==> src/rtl/shift_pkg.sv <==
// Shared definitions for the pipelined ARM shifter: shift type codes, the
// side-band record carried with each operand, and the per-stage mux-level split.
package shift_pkg;

  localparam logic [1:0] SH_LSL = 2'b00;
  localparam logic [1:0] SH_LSR = 2'b01;
  localparam logic [1:0] SH_ASR = 2'b10;
  localparam logic [1:0] SH_ROR = 2'b11;

  typedef struct packed {
    logic [1:0] typ;
    logic       zero;
    logic       carry;
  } side_t;

  // Levels owned by a stage; earlier stages absorb the remainder.
  function automatic int unsigned stage_levels(input int unsigned stage,
                                               input int unsigned stages,
                                               input int unsigned total);
    return total / stages + ((stage < total % stages) ? 1 : 0);
  endfunction

  function automatic int unsigned stage_first_level(input int unsigned stage,
                                                    input int unsigned stages,
                                                    input int unsigned total);
    return stage * (total / stages) +
           ((stage < total % stages) ? stage : total % stages);
  endfunction

endpackage

==> src/rtl/shift_stage.sv <==
// One register slice of the shifter: applies its share of the log2(WIDTH)
// mux levels and registers data, remaining amount and side-band.
module shift_stage
  import shift_pkg::*;
#(
  parameter int unsigned WIDTH     = 32,
  parameter int unsigned LOG_W     = 5,
  parameter int unsigned FIRST_LVL = 0,
  parameter int unsigned NUM_LVL   = 1,
  parameter bit          IS_LAST   = 1'b0
) (
  input  logic             clk,
  input  logic             reset,
  input  logic             advance_i,
  input  logic             valid_i,
  input  logic [WIDTH-1:0] data_i,
  input  logic [LOG_W-1:0] amt_i,
  input  side_t            side_i,
  output logic             valid_o,
  output logic [WIDTH-1:0] data_o,
  output logic [LOG_W-1:0] amt_o,
  output side_t            side_o
);

  logic             valid_q;
  logic [WIDTH-1:0] data_q;
  logic [LOG_W-1:0] amt_q;
  side_t            side_q;
  logic [WIDTH-1:0] data_d;
  logic [WIDTH-1:0] lvl_data [NUM_LVL+1];

  function automatic logic [WIDTH-1:0] shift_by(input logic [WIDTH-1:0] d,
                                                input logic [1:0] typ,
                                                input int unsigned sh);
    case (typ)
      SH_LSL:  return d << sh;
      SH_LSR:  return d >> sh;
      SH_ASR:  return WIDTH'($signed(d) >>> sh);
      default: return (d >> sh) | (d << (WIDTH - sh));
    endcase
  endfunction

  assign lvl_data[0] = data_i;

  for (genvar k = 0; k < NUM_LVL; k++) begin : g_lvl
    localparam int unsigned LVL = FIRST_LVL + k;
    assign lvl_data[k+1] = amt_i[LVL] ? shift_by(lvl_data[k], side_i.typ, 1 << LVL)
                                      : lvl_data[k];
  end

  // Forced-zero cases are resolved only when leaving the final slice.
  if (IS_LAST) begin : g_last
    assign data_d = side_i.zero ? '0 : lvl_data[NUM_LVL];
  end else begin : g_mid
    assign data_d = lvl_data[NUM_LVL];
  end

  always_ff @(posedge clk or posedge reset) begin
    if (reset) begin
      valid_q <= 1'b0;
      data_q  <= '0;
      amt_q   <= '0;
      side_q  <= '0;
    end else if (advance_i) begin
      valid_q <= valid_i;
      if (valid_i) begin
        data_q <= data_d;
        amt_q  <= amt_i;
        side_q <= side_i;
      end
    end
  end

  assign valid_o = valid_q;
  assign data_o  = data_q;
  assign amt_o   = amt_q;
  assign side_o  = side_q;

endmodule

==> src/rtl/shift_pipe.sv <==
// Pipelined ARM shifter-operand unit (LSL/LSR/ASR/ROR/RRX with carry-out)
// with valid/ready on both sides; the whole pipe freezes on output stall.
module shift_pipe
  import shift_pkg::*;
#(
  parameter int unsigned WIDTH  = 32,
  parameter int unsigned AMT_W  = 8,
  parameter int unsigned STAGES = 2
) (
  input  logic             clk,
  input  logic             reset,
  input  logic             in_valid,
  output logic             in_ready,
  input  logic [WIDTH-1:0] shift_in,
  input  logic [AMT_W-1:0] shift_amt,
  input  logic [1:0]       shift_type,
  input  logic             imm_form,
  input  logic             carry_in,
  output logic             out_valid,
  input  logic             out_ready,
  output logic [WIDTH-1:0] shift_result,
  output logic             carry_out
);

  localparam int unsigned LOG_W = $clog2(WIDTH);
  localparam logic [LOG_W-1:0] AMT_MAX = LOG_W'(WIDTH - 1);
  localparam logic [AMT_W-1:0] AMT_W_VAL = AMT_W'(WIDTH);

  logic             stall;
  logic             advance;
  logic             amt_zero;
  logic             amt_lt_w;
  logic             amt_eq_w;
  logic [LOG_W-1:0] amt_lo;
  logic [LOG_W-1:0] idx_lsl;
  logic [LOG_W-1:0] idx_m1;
  logic [WIDTH-1:0] fe_data;
  logic [LOG_W-1:0] fe_amt;
  side_t            fe_side;

  logic             valid_s [STAGES];
  logic [WIDTH-1:0] data_s  [STAGES];
  logic [LOG_W-1:0] amt_s   [STAGES];
  side_t            side_s  [STAGES];

  assign stall    = out_valid & ~out_ready;
  assign advance  = ~stall;
  assign in_ready = ~reset & ~stall;

  assign amt_zero = (shift_amt == '0);
  assign amt_lt_w = (shift_amt < AMT_W_VAL);
  assign amt_eq_w = (shift_amt == AMT_W_VAL);
  assign amt_lo   = shift_amt[LOG_W-1:0];
  // W - a modulo W, and a - 1; only consulted when 1 <= a (mod W) <= W-1.
  assign idx_lsl  = ~amt_lo + LOG_W'(1);
  assign idx_m1   = amt_lo - LOG_W'(1);

  // Reduce every request to a shift below WIDTH plus forced result/carry.
  always_comb begin
    fe_data       = shift_in;
    fe_amt        = '0;
    fe_side.typ   = shift_type;
    fe_side.zero  = 1'b0;
    fe_side.carry = carry_in;
    if (amt_zero) begin
      if (imm_form && shift_type == SH_LSR) begin
        fe_side.zero  = 1'b1;
        fe_side.carry = shift_in[WIDTH-1];
      end else if (imm_form && shift_type == SH_ASR) begin
        fe_amt        = AMT_MAX;
        fe_side.carry = shift_in[WIDTH-1];
      end else if (imm_form && shift_type == SH_ROR) begin
        fe_data       = {carry_in, shift_in[WIDTH-1:1]};
        fe_side.carry = shift_in[0];
      end
    end else begin
      case (shift_type)
        SH_LSL: begin
          if (amt_lt_w) begin
            fe_amt        = amt_lo;
            fe_side.carry = shift_in[idx_lsl];
          end else begin
            fe_side.zero  = 1'b1;
            fe_side.carry = amt_eq_w ? shift_in[0] : 1'b0;
          end
        end
        SH_LSR: begin
          if (amt_lt_w) begin
            fe_amt        = amt_lo;
            fe_side.carry = shift_in[idx_m1];
          end else begin
            fe_side.zero  = 1'b1;
            fe_side.carry = amt_eq_w ? shift_in[WIDTH-1] : 1'b0;
          end
        end
        SH_ASR: begin
          if (amt_lt_w) begin
            fe_amt        = amt_lo;
            fe_side.carry = shift_in[idx_m1];
          end else begin
            fe_amt        = AMT_MAX;
            fe_side.carry = shift_in[WIDTH-1];
          end
        end
        default: begin
          fe_amt        = amt_lo;
          fe_side.carry = (amt_lo == '0) ? shift_in[WIDTH-1] : shift_in[idx_m1];
        end
      endcase
    end
  end

  for (genvar i = 0; i < STAGES; i++) begin : g_stage
    logic             v_in;
    logic [WIDTH-1:0] d_in;
    logic [LOG_W-1:0] a_in;
    side_t            s_in;

    if (i == 0) begin : g_first
      assign v_in = in_valid;
      assign d_in = fe_data;
      assign a_in = fe_amt;
      assign s_in = fe_side;
    end else begin : g_next
      assign v_in = valid_s[i-1];
      assign d_in = data_s[i-1];
      assign a_in = amt_s[i-1];
      assign s_in = side_s[i-1];
    end

    shift_stage #(
      .WIDTH    (WIDTH),
      .LOG_W    (LOG_W),
      .FIRST_LVL(stage_first_level(i, STAGES, LOG_W)),
      .NUM_LVL  (stage_levels(i, STAGES, LOG_W)),
      .IS_LAST  (i == STAGES - 1)
    ) u_stage (
      .clk      (clk),
      .reset    (reset),
      .advance_i(advance),
      .valid_i  (v_in),
      .data_i   (d_in),
      .amt_i    (a_in),
      .side_i   (s_in),
      .valid_o  (valid_s[i]),
      .data_o   (data_s[i]),
      .amt_o    (amt_s[i]),
      .side_o   (side_s[i])
    );
  end

  assign out_valid    = valid_s[STAGES-1];
  assign shift_result = data_s[STAGES-1];
  assign carry_out    = side_s[STAGES-1].carry;

  logic unused_tail;
  assign unused_tail = ^{amt_s[STAGES-1], side_s[STAGES-1].typ, side_s[STAGES-1].zero};

endmodule

==> config.mk <==
export PLATFORM = sky130hd
export DESIGN_NAME = shift_pipe
export DESIGN_NICKNAME = d
export VERILOG_FILES = /design/src/rtl/shift_pkg.sv /design/src/rtl/shift_stage.sv /design/src/rtl/shift_pipe.sv
export SDC_FILE = /design/constraint.sdc
export NUM_CORES = 1
export LEC_CHECK = 0
export CORE_MARGIN = 1
export CORE_UTILIZATION = 40
export DETAILED_ROUTE_END_ITERATION = 10
export DONT_BUFFER_PORTS = 1
export GPL_TIMING_DRIVEN = 1
export SLEW_MARGIN = 5
export SYNTH_ARGS = -nofsm -noshare
export SYNTH_HDL_FRONTEND = slang
export SYNTH_SLANG_ARGS = --single-unit
export TNS_END_PERCENT = 30
==> constraint.sdc <==
create_clock -name clk -period 3.85 [get_ports clk]
set_input_delay 0.5775 -clock clk [delete_from_list [all_inputs] [get_ports clk]]
set_output_delay 0.5775 -clock clk [all_outputs]
set_load 0.02 [all_outputs]
==> results.json, run 1 <==
{
  "route.detailed.drc": 0,
  "p_per_area_nw_per_um2": 444,
  "whs_path_depth": 1,
  "hold-path-endpoint": "g_stage[0].u_stage.side_o[1]",
  "cts_buffers": 9,
  "cp.arrival_ns": 3.60,
  "dp_hpwl_um": 25000,
  "synth_nets": 1173,
  "antenna_cells": 0,
  "cp_cell_sequence": "inv_1, ha_1, or4b_1, o22ai_2, o21ai_2, buf_4, mux2_2, a2111oi_0, o31ai_1",
  "viasPerCell": 6.90,
  "ys_warn_count": 0,
  "min_path_type": "in -> reg",
  "route.detailed.wl_per_inst_um": 25.2,
  "yosysSeqAreaShare_pct": 22.7,
  "grt.overflow.total": 0,
  "worstPathRequired_ns": 4.05,
  "max_stage_delay_ns": 0.75,
  "post-cts-setup-buffers": 0,
  "fp.dieArea_um2": 20700,
  "netlist.top_cell.by_area": "dfrtp_1",
  "tritoncts": "done",
  "wl_um": 33900,
  "period_minus_slack_ns": 3.40,
  "p_leak_uw": 0.00344,
  "syn_area_um2": 8040,
  "syn_inst": 1122,
  "drv_cap": 0,
  "endpoint_kind": "flip-flop",
  "drt_iter0_drc": 1317,
  "startpoint": "shift_amt[1]",
  "grt_max_degree": 74,
  "placementRows": 51,
  "ys_types": 81,
  "synthDominantCellAreaShare_pct": 22.7,
  "path_delay_family": "compound AO/OA/AOI/OAI gates",
  "rsz0062_at_grt": "false",
  "hold_buffers": 0,
  "status": "finished, final reports clean",
  "hold_start": "shift_type[1]",
  "drive_above_1_share_pct": 11.7,
  "cts.repair.resized": 0,
  "syn_area_per_cell_um2": 7.16,
  "finalCritPeriodShare_pct": 88.4,
  "yosys_register_bits": 73,
  "die_w_um": 144,
  "core_area_um2": 19600,
  "die_y_um": 144,
  "htree_levels": 3,
  "root_buffer": "clkbuf_16",
  "fmax_mhz": 294,
  "path_class": "in -> reg",
  "clock_latency_ns": 0.34,
  "dr.pass1.iters": 6,
  "ir_drop_mv": 0.240,
  "reg2reg_depth": 7,
  "synth_area_leaders": "dfrtp_1 (23%), nand2_1 (11%), a21oi_1 (5.7%), mux4_2 (5.6%), nor2_1 (4.4%)",
  "synth_async_sr_flop_share_pct": 100,
  "cp_slowest_cell": "a2111oi_0",
  "cp_max_fo": 19,
  "grt_pass1_vias": 8327,
  "nNetsFinal": 1127,
  "dpl.cell_count": 1330,
  "drtAntennaViolNets": 0,
  "area_growth_pct": 8.95,
  "place_congestion": 0.978,
  "cp_num_buf_inv": 2,
  "ioPinCount": 83,
  "clock_tree.buffer_depth": 2,
  "grtUsageTotal_pct": 33.2,
  "tns_ns": 0,
  "reg2reg_slack_ns": 1.32,
  "r2r_start": "g_stage[0].u_stage.amt_o[3]",
  "n_fill_cell": 2037,
  "regToRegEndpoint": "g_stage[1].u_stage.data_o[0]",
  "hold_viol_final": 0,
  "synth-main-ff-cell": "dfrtp_1",
  "grt_pass1_wl_um": 51400,
  "io_buffers": 0,
  "finClkSkew_ns": 0.00611,
  "slew_headroom_pct": 35.8,
  "synth-edff-count": 0,
  "worstMarginPinSlew_ns": 0.962,
  "vias": 9291,
  "cp-start-kind": "primary input",
  "final-instance-count-excl-fill": 1346,
  "start_util_pct": 41.0,
  "numClockSinks": 73,
  "clk_pin_slew_ns": 0.06,
  "setup-violations-final": 0,
  "antenna_found_initial": 0,
  "slew_viol_final": 0
}
==> worst max path at each step <==
stage	end	depth (start not counted)
after floorplan	g_stage[0].u_stage.data_o[31]	12
after global placement	g_stage[0].u_stage.data_o[25]	9
after detailed placement	g_stage[0].u_stage.data_o[9]	10
after CTS	g_stage[0].u_stage.data_o[9]	10
after global routing	g_stage[0].u_stage.data_o[28]	10
final	g_stage[0].u_stage.data_o[25]	9
==> report_power, final <==
group | internal, µW | switching (µW)
sequential | 995 | 455
clock | 637 | 341
combinational | 562 | 897
total | 2190 | 1690
==> cell families (layout without fill, tap and decap cells) <==
logic type               count (synthesis)  count (layout)  synth area share, %
flip-flops                              73              73                 22.7
XOR/XNOR                                 5               5                0.545
adder cells (fa/ha/maj)                  3               3                0.467
buffers and inverters                  135              94                 6.69
AO/OA/AOI/OAI                          423             423                 35.6
multiplexers                            61              61                 10.9
AND/OR/NAND/NOR                        422             422                 23.1
==> Yosys cell counts, types with 4 or more instances <==
library cell,count
nand2_1,225
nor2_1,94
a21oi_1,91
clkbuf_1,83
dfrtp_1,73
o21ai_0,70
mux2i_1,31
a211oi_1,29
a31oi_1,29
o211ai_1,29
o22ai_1,29
nor3_1,22
mux4_2,20
nand3_1,19
buf_1,17
inv_1,17
a221oi_1,14
and2_1,13
a22oi_1,12
o31ai_1,12
a211o_1,11
buf_2,11
mux2_2,10
a22o_1,9
a311oi_1,9
o221ai_1,9
nor4_1,8
o41ai_1,8
a311o_1,7
nand2b_1,7
o21a_1,6
a2111oi_0,5
and3_1,5
or2_2,5
a221o_1,4
nor2b_1,4
o2111ai_1,4
o22a_1,4
==> flip-flops by register name (all words and copies together) (netlist names) <==
register	cells
g_stage.u_stage.amt_o	2
g_stage.u_stage.side_o	5
g_stage.u_stage.valid_o	2
g_stage.u_stage.data_o	64
==> area by class of cell <==
type	count	area, µm²	share of cell area (%)
Timing Repair Buffer	59	480	5.49
Clock inverter	6	115	1.31
Tap cell	265	332	3.79
Sequential cell	73	1830	20.9
Clock buffer	10	229	2.61
Inverter	19	71.3	0.814
Multi-Input combinational cell	914	5700	65.1
==> layer usage <==
metal | wire length [µm] | vias up | global-route usage [%]
met4 | 1410 | 0 | 12.5
li1 | - | 4127 | -
met5 | 0 | - | 0
met2 | 14400 | 616 | 48.5
met1 | 14300 | 4443 | 46.4
met3 | 3790 | 105 | 8.50
==> through the flow <==
step	hold slack (ns)	power, µW	worst slack [ns]	util [%]	cell area, µm²
after floorplan	0.436	2420	0.446	-	8040
after CTS	0.335	3860	0.512	44.7	8760
after global placement	0.461	2870	0.186	42.9	8410
after global routing	0.338	4100	0.295	44.7	8760
after detailed placement	0.459	2880	0.167	42.9	8410
final	0.349	3890	0.446	44.7	8760
==> cell usage in the layout, fill, tap and decap left out, types with 7 or more instances in the layout <==
cell       instances
and2_1            13
nand3_1           19
a311oi_1           8
nand2_1          225
nor4_1             8
a221oi_1          14
a21oi_1           91
o31ai_1           12
a211o_1           11
nand2b_1           7
o211ai_1          29
nor3_1            22
mux2_2            10
a211oi_1          29
mux2i_1           31
buf_4             56
a22o_1             9
dfrtp_1           73
o22ai_1           29
o221ai_1           9
inv_1             16
o21ai_0           70
nor2_1            93
o41ai_1            8
clkbuf_16          9
mux4_2            20
a31oi_1           29
a22oi_1           12
Note: power is estimated with default switching activity, not from simulation.
==> run 2, diff against run 1 <==
--- a/config.mk
+++ b/config.mk
@@ -5,11 +5,14 @@
 export SDC_FILE = /design/constraint.sdc
 export NUM_CORES = 1
 export LEC_CHECK = 0
+export CELL_PAD_IN_SITES_DETAIL_PLACEMENT = 0
+export CELL_PAD_IN_SITES_GLOBAL_PLACEMENT = 1
 export CORE_MARGIN = 1
 export CORE_UTILIZATION = 40
 export DETAILED_ROUTE_END_ITERATION = 10
 export DONT_BUFFER_PORTS = 1
 export GPL_TIMING_DRIVEN = 1
+export PLACE_DENSITY_LB_ADDON = 0.1
 export SLEW_MARGIN = 5
 export SYNTH_ARGS = -nofsm -noshare
 export SYNTH_HDL_FRONTEND = slang
==> constraint.sdc (replaced) <==
create_clock -name clk -period 4.1 [get_ports clk]
set_input_delay 0.615 -clock clk [delete_from_list [all_inputs] [get_ports clk]]
set_output_delay 0.615 -clock clk [all_outputs]
set_load 0.02 [all_outputs]
==> run 2 against run 1 <==
Compared with the run above: first-iteration DRC count fell by 0.61%; utilization fell by 0.24 points; clock skew rose by 0.0022 ns; sequential power fell by 6%; power fell by 7.5%; final cell count fell by 0.59%; register-to-register slack improved by 0.22 ns; via count rose by 0.25%; sequential cell count did not move; die area did not move; global-route usage rose by 1.7 points; clock power fell by 11%; critical endpoint is now g_stage[0].u_stage.data_o[30]; highest routed layer unchanged.
==> results.json, run 2 (same netlist as run 1, synthesis figures left out) <==
{
  "status": "finished, final reports clean",
  "nNetsFinal": 1119,
  "post-cts-setup-buffers": 0,
  "grt_pass1_wl_um": 53700,
  "grt.overflow.total": 0,
  "viasPerCell": 6.96,
  "hold_viol_final": 0,
  "finClkSkew_ns": 0.00830,
  "antenna_found_initial": 0,
  "drv_cap": 0,
  "core_area_um2": 19600,
  "cp-start-kind": "primary input",
  "io_buffers": 0,
  "tritoncts": "done",
  "slew_headroom_pct": 35.1,
  "drt_iter0_drc": 1309,
  "design_power_total_uw": 3600,
  "regArea_um2": 1830,
  "finalCritPeriodShare_pct": 88.2,
  "mostFrequentLayoutCells": "nand2_1 (225), nor2_1 (93), a21oi_1 (91)",
  "cp.arrival_ns": 3.82,
  "fmax_mhz": 277,
  "wl_um": 35400,
  "antenna_cells": 0,
  "ioPinCount": 83,
  "htree_levels": 3,
  "clock_tree.buffer_depth": 2,
  "grtUsageTotal_pct": 34.9,
  "fp.dieArea_um2": 20700,
  "endpoint_kind": "flip-flop",
  "placementRows": 51,
  "drive_above_1_share_pct": 11.0,
  "layout_commonest_cell": "nand2_1",
  "worstPathRequired_ns": 4.31,
  "p_leak_uw": 0.00340,
  "worstMarginPinSlew_ns": 0.974,
  "slew_viol_final": 0,
  "grt_pass1_vias": 8373,
  "cts.repair.resized": 0,
  "route.detailed.drc": 0,
  "area_growth_pct": 8.37,
  "root_buffer": "clkbuf_16",
  "numClockSinks": 73,
  "rsz0062_at_grt": "false",
  "p_per_area_nw_per_um2": 413,
  "dr.pass1.iters": 5,
  "path_class": "in -> reg",
  "start_util_pct": 41.0,
  "dp_hpwl_um": 25700,
  "cts_buffers": 9,
  "min_path_type": "in -> reg",
  "grt_max_degree": 74,
  "hold_buffers": 0,
  "clock_latency_ns": 0.35,
  "clk_pin_slew_ns": 0.06,
  "drtAntennaViolNets": 0,
  "period_minus_slack_ns": 3.61,
  "largest_reg_flops": 64,
  "vias": 9314,
  "multiInputGateArea_um2": 5700,
  "setup-violations-final": 0,
  "place_congestion": 0.918,
  "tns_ns": 0,
  "die_w_um": 144,
  "route.detailed.wl_per_inst_um": 26.5,
  "die_y_um": 144,
  "ir_drop_mv": 0.219,
  "n_fill_cell": 2030,
  "cp_max_fo": 27
}
## run 2: path summary, 6_finish.rpt
kind                            slack (ns)                  startpoint                       endpoint  cells past startpoint
worst max-delay path                  0.49                shift_amt[0]  g_stage[0].u_stage.data_o[30]                     12
worst min-delay path                  0.39               shift_type[1]   g_stage[0].u_stage.side_o[1]                      1
worst max register to register        1.54  g_stage[1].u_stage.valid_o  g_stage[0].u_stage.data_o[21]                      6
worst min register to register        0.47  g_stage[0].u_stage.valid_o     g_stage[1].u_stage.valid_o                      2
max in group asynchronous             3.01                       reset  g_stage[0].u_stage.data_o[26]                      2
min in group asynchronous             0.44                       reset     g_stage[0].u_stage.valid_o                      2
## run 2: metrics by stage
stage | setup WS (ns) | hold WS (ns) | std cells | instance area (µm²) | util [%]
6_report | 0.485 | 0.387 | 1338 | 8710 | 44.5
4_1_cts | 0.640 | 0.355 | 1338 | 8710 | 44.5
2_1_floorplan | 0.659 | 0.436 | 1122 | 8040 | -
5_1_grt | 0.453 | 0.368 | 1338 | 8710 | 44.5
3_5_place_dp | 0.271 | 0.452 | 1322 | 8390 | 42.8
3_3_place_gp | 0.303 | 0.452 | 1322 | 8390 | 42.8
## run 2: cell type report
| cell class | instances | share of cell area [%] |
|---|---|---|
| Sequential cell | 73 | 21.0 |
| Timing Repair Buffer | 51 | 5.26 |
| Multi-Input combinational cell | 914 | 65.5 |
| Clock buffer | 10 | 2.63 |
| Tap cell | 265 | 3.81 |
| Clock inverter | 6 | 1.03 |
| Inverter | 19 | 0.833 |
## run 2: power by group
part	internal [µW]	switching, µW
Clock	535	331
Combinational	523	844
Sequential	934	429
## run 2: worst max-delay path, stage by stage
cell and delay [ns]:
inv_1 0.16, ha_1 0.27, or4b_1 0.66, nor4_4 0.37, buf_12 0.22, or4_1 0.31, buf_4 0.25, o21ai_0 0.10
a31oi_1 0.15, a2111oi_0 0.09, a31oi_1 0.44, a311oi_1 0.16
## run 2: routing by layer
layer	part of all wire (%)	routed length, µm	track usage, %	up-vias
met2	43	15200	51.5	585
met4	2.9	1010	11.0	0
li1	-	-	-	4108
met5	0	0	0	-
met3	11	3750	6.40	76
met1	44	15500	50.6	4545
==> run 3, diff against run 2 <==
--- a/config.mk
+++ b/config.mk
@@ -5,13 +5,14 @@
 export SDC_FILE = /design/constraint.sdc
 export NUM_CORES = 1
 export LEC_CHECK = 0
+export ABC_AREA = 1
 export CELL_PAD_IN_SITES_DETAIL_PLACEMENT = 0
 export CELL_PAD_IN_SITES_GLOBAL_PLACEMENT = 1
 export CORE_MARGIN = 1
 export CORE_UTILIZATION = 40
 export DETAILED_ROUTE_END_ITERATION = 10
 export DONT_BUFFER_PORTS = 1
-export GPL_TIMING_DRIVEN = 1
+export GPL_TIMING_DRIVEN = 0
 export PLACE_DENSITY_LB_ADDON = 0.1
 export SLEW_MARGIN = 5
 export SYNTH_ARGS = -nofsm -noshare
==> run 3 against run 2 <==
Compared with the run above: critical path depth increased by 5; non-clock buffer count increased by 41; hold slack got worse by 0.22 ns; largest power group unchanged; wire length decreased by 9.3%; critical path type unchanged.
==> results.json, run 3 <==
{
  "fp.dieArea_um2": 19900,
  "status": "finished, final reports clean",
  "syn_inst": 1329,
  "area_growth_pct": 7.89,
  "placementRows": 50,
  "worstPathRequired_ns": 4.30,
  "ys_warn_count": 0,
  "mostFrequentLayoutCells": "nand2_1 (378), nand3_1 (265), o21ai_0 (131)",
  "cp_slowest_cell": "clkbuf_1",
  "fmax_mhz": 292,
  "drtAntennaViolNets": 0,
  "ys_types": 35,
  "drive_above_1_share_pct": 5.13,
  "cts_buffers": 9,
  "cp.arrival_ns": 3.62,
  "die_y_um": 141,
  "muxShareOfSynthArea_pct": 0,
  "synthDominantCellAreaShare_pct": 23.7,
  "grt_pass1_wl_um": 49600,
  "root_buffer": "clkbuf_16",
  "largest_reg_flops": 64,
  "p_per_area_nw_per_um2": 389,
  "slew_viol_final": 0,
  "place_congestion": 0.967,
  "post-cts-setup-buffers": 0,
  "synthSimpleGateAreaFrac_pct": 44.2,
  "place_worst_setup_slack_ns": 0.382,
  "ir_drop_mv": 0.216,
  "clock_tree.buffer_depth": 2,
  "vias": 9190,
  "die_w_um": 141,
  "min_path_type": "in -> async",
  "netlist.top_cell.by_area": "dfrtp_1",
  "max_stage_delay_ns": 0.35,
  "synth-edff-count": 0,
  "synth_common_cells": "nand2_1 (378), nand3_1 (265), o21ai_0 (131)",
  "reg2reg_depth": 9,
  "dr.pass1.iters": 5,
  "ioPinCount": 83,
  "dp_hpwl_um": 26000,
  "wl_um": 32100,
  "fin_ws_ns": 0.673,
  "numClockSinks": 73,
  "grtUsageTotal_pct": 32.6,
  "path_class": "in -> reg",
  "clk_pin_slew_ns": 0.06,
  "cp_num_buf_inv": 5,
  "slew_headroom_pct": 49.1,
  "syn_area_um2": 7720,
  "yosysSeqAreaShare_pct": 23.7,
  "rsz0062_at_grt": "false",
  "cts.repair.resized": 0,
  "setup-violations-final": 0,
  "drt_iter0_drc": 910,
  "hold_buffers": 0,
  "layout_commonest_cell": "nand2_1",
  "cp_cell_sequence": "clkbuf_1, clkinv_1, clkbuf_1, ha_1, nand2_2, inv_2, nand2_2, buf_2, nand2_1, nand3_1, nand3_1, nand3_1, nand3_1, nor2_1, nor2_1, nand2_1, o21ai_1",
  "hold_viol_final": 0,
  "synth_top_family_by_area": "simple AND/OR/NAND/NOR gates",
  "synth_area_leaders": "dfrtp_1 (24%), nand2_1 (18%), nand3_1 (17%), o21ai_0 (8.5%), a21oi_1 (5.6%)",
  "design_power_total_uw": 3240,
  "final-instance-count-excl-fill": 1605,
  "synth-adder-area-share_pct": 0.486,
  "synth-main-ff-cell": "dfrtp_1",
  "viasPerCell": 5.73,
  "cp_max_fo": 11,
  "path_delay_family": "simple AND/OR/NAND/NOR gates",
  "htree_levels": 3,
  "finClkSkew_ns": 0.00827,
  "period_minus_slack_ns": 3.43,
  "synth-xor-area-share_pct": 0.454,
  "route.detailed.drc": 0,
  "syn_area_per_cell_um2": 5.81,
  "grt_pass1_vias": 8828,
  "drv_cap": 0,
  "tns_ns": 0,
  "grt.overflow.total": 0,
  "endpoint_kind": "flip-flop",
  "post-route-util_pct": 44.2,
  "cp.depth": 17,
  "synth_most_common_cell": "nand2_1",
  "synth_nets": 1380,
  "yosys_register_bits": 73,
  "nNetsFinal": 1392,
  "antenna_found_initial": 0,
  "worstMarginPinSlew_ns": 0.764,
  "cp-start-kind": "primary input",
  "core_area_um2": 18800,
  "synth_async_sr_flop_share_pct": 100,
  "io_buffers": 0,
  "p_leak_uw": 0.00400,
  "finalCritPeriodShare_pct": 83.6,
  "dpl.cell_count": 1590,
  "antenna_cells": 0,
  "synth-compound-area-share_pct": 20.6,
  "route.detailed.wl_per_inst_um": 20.0,
  "start_util_pct": 41.0,
  "crit_top_cell": "nand3_1",
  "clock_latency_ns": 0.33,
  "grt_max_degree": 39,
  "tritoncts": "done"
}
run 3: cell count changes after synthesis, moves of 31 or more:
cell	previous run	this run
o21ai_0	70	131
inv_1	17	89
mux2i_1	31	0
nand3_1	19	265
nand2_1	225	378
run 3: routing by layer:
metal	global-route usage (%)	vias to the layer above	part of all wire [%]
met1	39.9	4232	41
met2	58.3	393	49
met5	0	-	0
met4	13.0	0	3.9
met3	3.53	62	6.2
li1	-	4503	-
run 3: path summary, 6_finish.rpt:
| kind | from | end | slack [ns] |
|---|---|---|---|
| worst min register to register | g_stage[0].u_stage.valid_o | g_stage[1].u_stage.valid_o | 0.47 |
| worst max-delay path | shift_amt[0] | g_stage[0].u_stage.data_o[7] | 0.67 |
| max in group asynchronous | reset | g_stage[0].u_stage.data_o[21] | 3.38 |
| min in group clk | g_stage[0].u_stage.valid_o | g_stage[1].u_stage.valid_o | 0.47 |
| worst min-delay path | reset | g_stage[1].u_stage.data_o[31] | 0.17 |
| worst max register to register | g_stage[0].u_stage.side_o[3] | g_stage[1].u_stage.data_o[30] | 1.66 |
run 3: cell type report:
type                    count  area, µm²
plain buffers              91        450
repair buffers              1       20.0
fillers                  2138      10500
well taps                 260        325
clock buffers               9        225
inverters                  98        373
multi-input cells        1067       5070
clock inverters             6       36.3
flip-flops and latches     73       1830
run 3: power by group:
part,internal [µW],switching (µW),total [µW]
combinational,406,962,1370
clock,402,299,701
sequential,903,270,1170
run 3: through the flow:
stage	instance area [µm²]	hold WS, ns
after detailed placement	8070	0.452
final	8330	0.167
after global placement	8040	0.451
after CTS	8330	0.183
after floorplan	7720	0.431
after global routing	8330	0.198
run 3: kinds of logic after synthesis:
logic type	count (synthesis)
AOI/OAI and AO/OA	288
and+or+nand+nor	772
xor gates and xnor gates	4
DFF	73
buffers and inverters	189
adders and majority gates	3
